<file path="src/rtl/bram_sdp_mlx.sv">
// bram_sdp_mlx: simple-dual-port RAM with lane-masked writes, 1/2-cycle reads, collision mode and clear sweep
module bram_sdp_mlx #(
    parameter int WIDTH = 12,
    parameter int ADDR_W = 8,
    parameter int LANES = 3,
    parameter int READ_LATENCY = 1,
    parameter int RW_MODE = 0,
    parameter INIT_F = 0,
    parameter logic [WIDTH-1:0] CLR_VAL = '0
) (
    input  logic              clk,
    input  logic              rst,
    input  logic              we,
    input  logic [LANES-1:0]  wmask,
    input  logic [ADDR_W-1:0] addr_write,
    input  logic [WIDTH-1:0]  data_in,
    input  logic              re,
    input  logic [ADDR_W-1:0] addr_read,
    output logic [WIDTH-1:0]  data_out,
    output logic              data_valid,
    input  logic              clr_req,
    output logic              clr_busy,
    output logic              clr_done
);
    localparam int LW = WIDTH / LANES;
    localparam int DEPTH = 1 << ADDR_W;
    typedef enum logic {S_IDLE, S_CLEAR} state_t;
    state_t r_state, w_next;
    logic [WIDTH-1:0] r_mem [0:DEPTH-1];
    logic [ADDR_W-1:0] r_cnt;
    logic r_done, r_v1, r_v2, w_last, w_wr_en, w_rd_en, w_col;
    logic [WIDTH-1:0] r_d1, r_d2, w_bits, w_rd_word;
    if (WIDTH % LANES != 0) begin : g_chk_lanes
        $error("WIDTH must be a multiple of LANES");
    end
    if (READ_LATENCY != 1 && READ_LATENCY != 2) begin : g_chk_lat
        $error("READ_LATENCY must be 1 or 2");
    end
    assign w_wr_en = we & ~clr_busy;
    assign w_rd_en = re & ~clr_busy;
    assign w_col = (RW_MODE == 1) && w_wr_en && (addr_write == addr_read);
    // clear FSM: state register
    always_ff @(posedge clk) begin
        r_state <= rst ? S_IDLE : w_next;
    end
    // clear FSM: next state
    always_comb begin
        w_next = (r_state == S_IDLE) ? (clr_req ? S_CLEAR : S_IDLE) : (w_last ? S_IDLE : S_CLEAR);
    end
    // clear FSM: outputs
    always_comb begin
        clr_busy = (r_state == S_CLEAR);
        clr_done = r_done;
        w_last = clr_busy && (r_cnt == '1);
    end
    // sweep address counter and the done pulse that follows the final clear write
    always_ff @(posedge clk) begin
        if (rst) begin
            r_cnt <= '0;
            r_done <= 1'b0;
        end else begin
            r_cnt <= clr_busy ? r_cnt + 1'b1 : '0;
            r_done <= w_last;
        end
    end
    // expand lane mask to bit mask for the write-first merge
    always_comb begin
        w_bits = '0;
        for (int l = 0; l < LANES; l++) w_bits[l*LW +: LW] = {LW{wmask[l]}};
        w_rd_word = w_col ? ((r_mem[addr_read] & ~w_bits) | (data_in & w_bits)) : r_mem[addr_read];
    end
    // array writes: the sweep owns the array while busy, stopping on reset so a partial clear is kept
    always_ff @(posedge clk) begin
        if (clr_busy && !rst) r_mem[r_cnt] <= CLR_VAL;
        else if (w_wr_en) begin
            for (int l = 0; l < LANES; l++)
                if (wmask[l]) r_mem[addr_write][l*LW +: LW] <= data_in[l*LW +: LW];
        end
    end
    // first read stage; data holds when no read is issued
    always_ff @(posedge clk) begin
        if (rst) begin
            r_v1 <= 1'b0;
            r_d1 <= '0;
        end else begin
            r_v1 <= w_rd_en;
            if (w_rd_en) r_d1 <= w_rd_word;
        end
    end
    // optional output register stage
    always_ff @(posedge clk) begin
        if (rst) begin
            r_v2 <= 1'b0;
            r_d2 <= '0;
        end else begin
            r_v2 <= r_v1;
            if (r_v1) r_d2 <= r_d1;
        end
    end
    assign data_out = (READ_LATENCY == 2) ? r_d2 : r_d1;
    assign data_valid = (READ_LATENCY == 2) ? r_v2 : r_v1;
endmodule

</file>
<file path="config.mk">
export PLATFORM = sky130hd
export DESIGN_NAME = bram_sdp_mlx
export DESIGN_NICKNAME = d
export VERILOG_FILES = /design/src/rtl/bram_sdp_mlx.sv
export SDC_FILE = /design/constraint.sdc
export NUM_CORES = 2
export LEC_CHECK = 0
export CAP_MARGIN = 25
export CORE_MARGIN = 2
export CORE_UTILIZATION = 54
export CTS_CLUSTER_DIAMETER = 200
export DETAILED_ROUTE_END_ITERATION = 10
export GPL_ROUTABILITY_DRIVEN = 0
export PLACE_DENSITY_LB_ADDON = 0.12
export SYNTH_ARGS = -nofsm -noshare
export SYNTH_HDL_FRONTEND = slang
export SYNTH_SLANG_ARGS = --single-unit
</file>
<file path="constraint.sdc">
create_clock -name clk -period 7.63 [get_ports clk]
set_input_delay 1.526 -clock clk [delete_from_list [all_inputs] [get_ports clk]]
set_output_delay 1.526 -clock clk [all_outputs]
set_load 0.01 [all_outputs]
</file>
==> flow_summary.toml <==
[timing]
period_share = 0.6213
finClkSkew_ns = 0.06600
setup-violations-final = 0
slew_viol_final = 0
worst_slew_pin_slew_ns = 1.193
layout_setup_ws_ns = 2.889
fmax_mhz = 210.9
period_needed_ns = 4.741
rsz0062_at_grt = "no"
slew_headroom = 0.2044
setup-tns-final_ns = 0
hold_violations = 0

[critical_path]
required_ns = 8.23
worst-path-max-fanout = 52
cp-start-kind = "input pin"
path_class = "input pin to register"
endpoint_kind = "register"
cp.arrival_ns = 5.34

[place]
portBuffers = 50
hpwl_um = 201800
placed_cells = 9279
post-place-ws_ns = 1.973

[cts]
post_cts_resized = 0
cts_tree = "built"
cts.clk_slew.worst_paths_ns = 0.06
cts_sinks = 3095
clock_latency_ns = 0.95
cts_made_buffers = 326
clockBufferDepth = 4
cts_setup_buffers = 0
cts.htree.levels = 5
root_buffer = "clkbuf_16"
postCtsHoldBufs = 0

[min_path]
min_path_type = "register to register"

[logic_synthesis]
ys.warnings.count = 0
synth_cell_types = 69
synthCells = 6472
syn_area_um2 = 122700
synth_edf_count = 3072
synth_top_area_frac = 0.7516
synth_ff_type = "edfxtp_1"
yosysTopAreaCell = "edfxtp_1"
synth_most_common_cell = "edfxtp_1"
ys_top_cells_by_count = "edfxtp_1, nor2_1, mux4_2, mux2i_1, nand2_1"
async_flop_share = 0
synth_nets = 6509
avgSynthCellArea_um2 = 18.96
synthTopCellsByArea = "edfxtp_1, mux4_2, mux2i_1"
ys_seq_elements = 3095
synth_seq_area_share = 0.7553

[global_route]
grt_pass1_vias = 63983
grt_usage = 0.2772
grt_pass1_wl_um = 460400
antenna_found_initial = 8
grt_start_max_net_pins = 173
gr-total-overflow = 0

[power]
vdd_drop_max_v = 0.0002205
p_int_mw = 28.23
p_sw_frac = 0.2109
power.leakage_nw = 43.41
p_switching_mw = 7.545
power_frac_clock = 0.429
combinationalPowerShare = 0.048
power_frac_seq = 0.523
power-per-cell-area_nw_per_um2 = 262.0

[die]
dieHeight_um = 480.8
fp.dieW_um = 480.8
initial_core_util = 0.5416
coreArea_um2 = 226600
die_area_um2 = 231100
ios = 51
rows = 175

[detailed_routing]
drcViolationCount = 0
ant_nets = 0
routedWlPerCell_um = 32.61
drt_iter0_markers = 7554
drt_first_pass_iters = 5
routed_via_density = 6.494
routed_wl_um = 321300
via_count = 63970

[job]
drv_cap = 0

[layout]
drive_gt1_frac = 0.1783
final_net_count = 6636
fin_cells = 9851
seqCellArea_um2 = 92710
multi_input_area_um2 = 27270
syn_to_final_growth_pct = 11.25
nFillCells = 16247

[status]
status = "complete, no violations"
-- worst max-delay path, stage by stage --
cell	delay, ns
clkdlybuf4s50_1	0.44
nor2b_1	0.26
o31a_2	0.80
nand3b_1	0.15
o21ai_0	0.38
nand2_2	0.86
buf_4	0.54
nor2_1	0.34
-- cell usage in the layout, fill, tap and decap left out, drive strengths merged, types with 23 or more instances in the layout --
cell type,instances
clkinv,129
mux4,561
clkdlybuf4s50,45
o21ai,55
a211oi,78
edfxtp,3072
dfxtp,23
clkbuf,386
a22oi,108
mux2i,443
o22ai,163
nand3,45
bufinv,29
nor2,848
a21oi,74
buf,189
o221ai,80
a31oi,25
nor3,36
nand2,229
-- routing by layer --
metal | GRT usage | part of all wire | vias to the layer above
met5 | 0 | 0.000096 | -
met4 | 0.08504 | 0.030 | 4
met3 | 0.05238 | 0.081 | 507
met2 | 0.4446 | 0.49 | 3137
met1 | 0.3898 | 0.40 | 33791
li1 | - | - | 26531
-- kinds of logic after synthesis --
kind of cell,after synthesis,share of synthesized area
compound gates,670,0.03866
xor+xnor,6,0.0004281
fa+ha+maj,1,0.0001019
mux,1005,0.1403
buf+inv,443,0.02389
simple gates,1252,0.04126
flops,3095,0.7553
-- power by group through the flow --
stage	registers (mW)	logic, mW	clock network [mW]
6_report	18.7	1.70	15.3
4_1_cts	18.7	1.71	15.5
5_1_grt	18.7	1.79	16.2
3_5_place_dp	19.1	1.71	0
3_3_place_gp	19.1	1.69	0
2_1_floorplan	19.1	1.05	0
-- sequential cells by signal (all words and copies together) (netlist names) --
name	cells
r_cnt	8
r_mem	3072
data_out	12
clr_done	1
clr_busy	1
data_valid	1
-- stage by stage --
step	instance area, um2	util	hold WS [ns]	total power, mW
2_1_floorplan	122700	-	0.4709	20.19
3_5_place_dp	126300	0.5574	0.4852	20.79
3_3_place_gp	126000	0.5560	0.4689	20.78
5_1_grt	136500	0.6025	0.5488	36.70
6_report	136500	0.6025	0.4960	35.77
4_1_cts	136500	0.6023	0.4970	35.96
-- path summary, 6_finish.rpt --
path                    start             to  slack (ns)  cells after the start
setup / recovery           we  r_mem[129][9]        2.89                      8
hold / removal    data_out[5]    data_out[5]        0.50                      2
setup reg to reg     clr_busy  r_mem[129][9]        3.59                      7
hold reg to reg   data_out[5]    data_out[5]        0.50                      2
-- area by class of cell --
cell class                      count  share of cell area
Timing Repair Buffer              234             0.01876
Tap cell                         3009             0.02757
Multi-Input combinational cell   2934              0.1997
Clock inverter                    176             0.01176
Sequential cell                  3095              0.6789
Antenna cell                        9           0.0001649
Clock buffer                      386             0.06286
Inverter                            8           0.0002566
(Power assumes the default switching activity.)
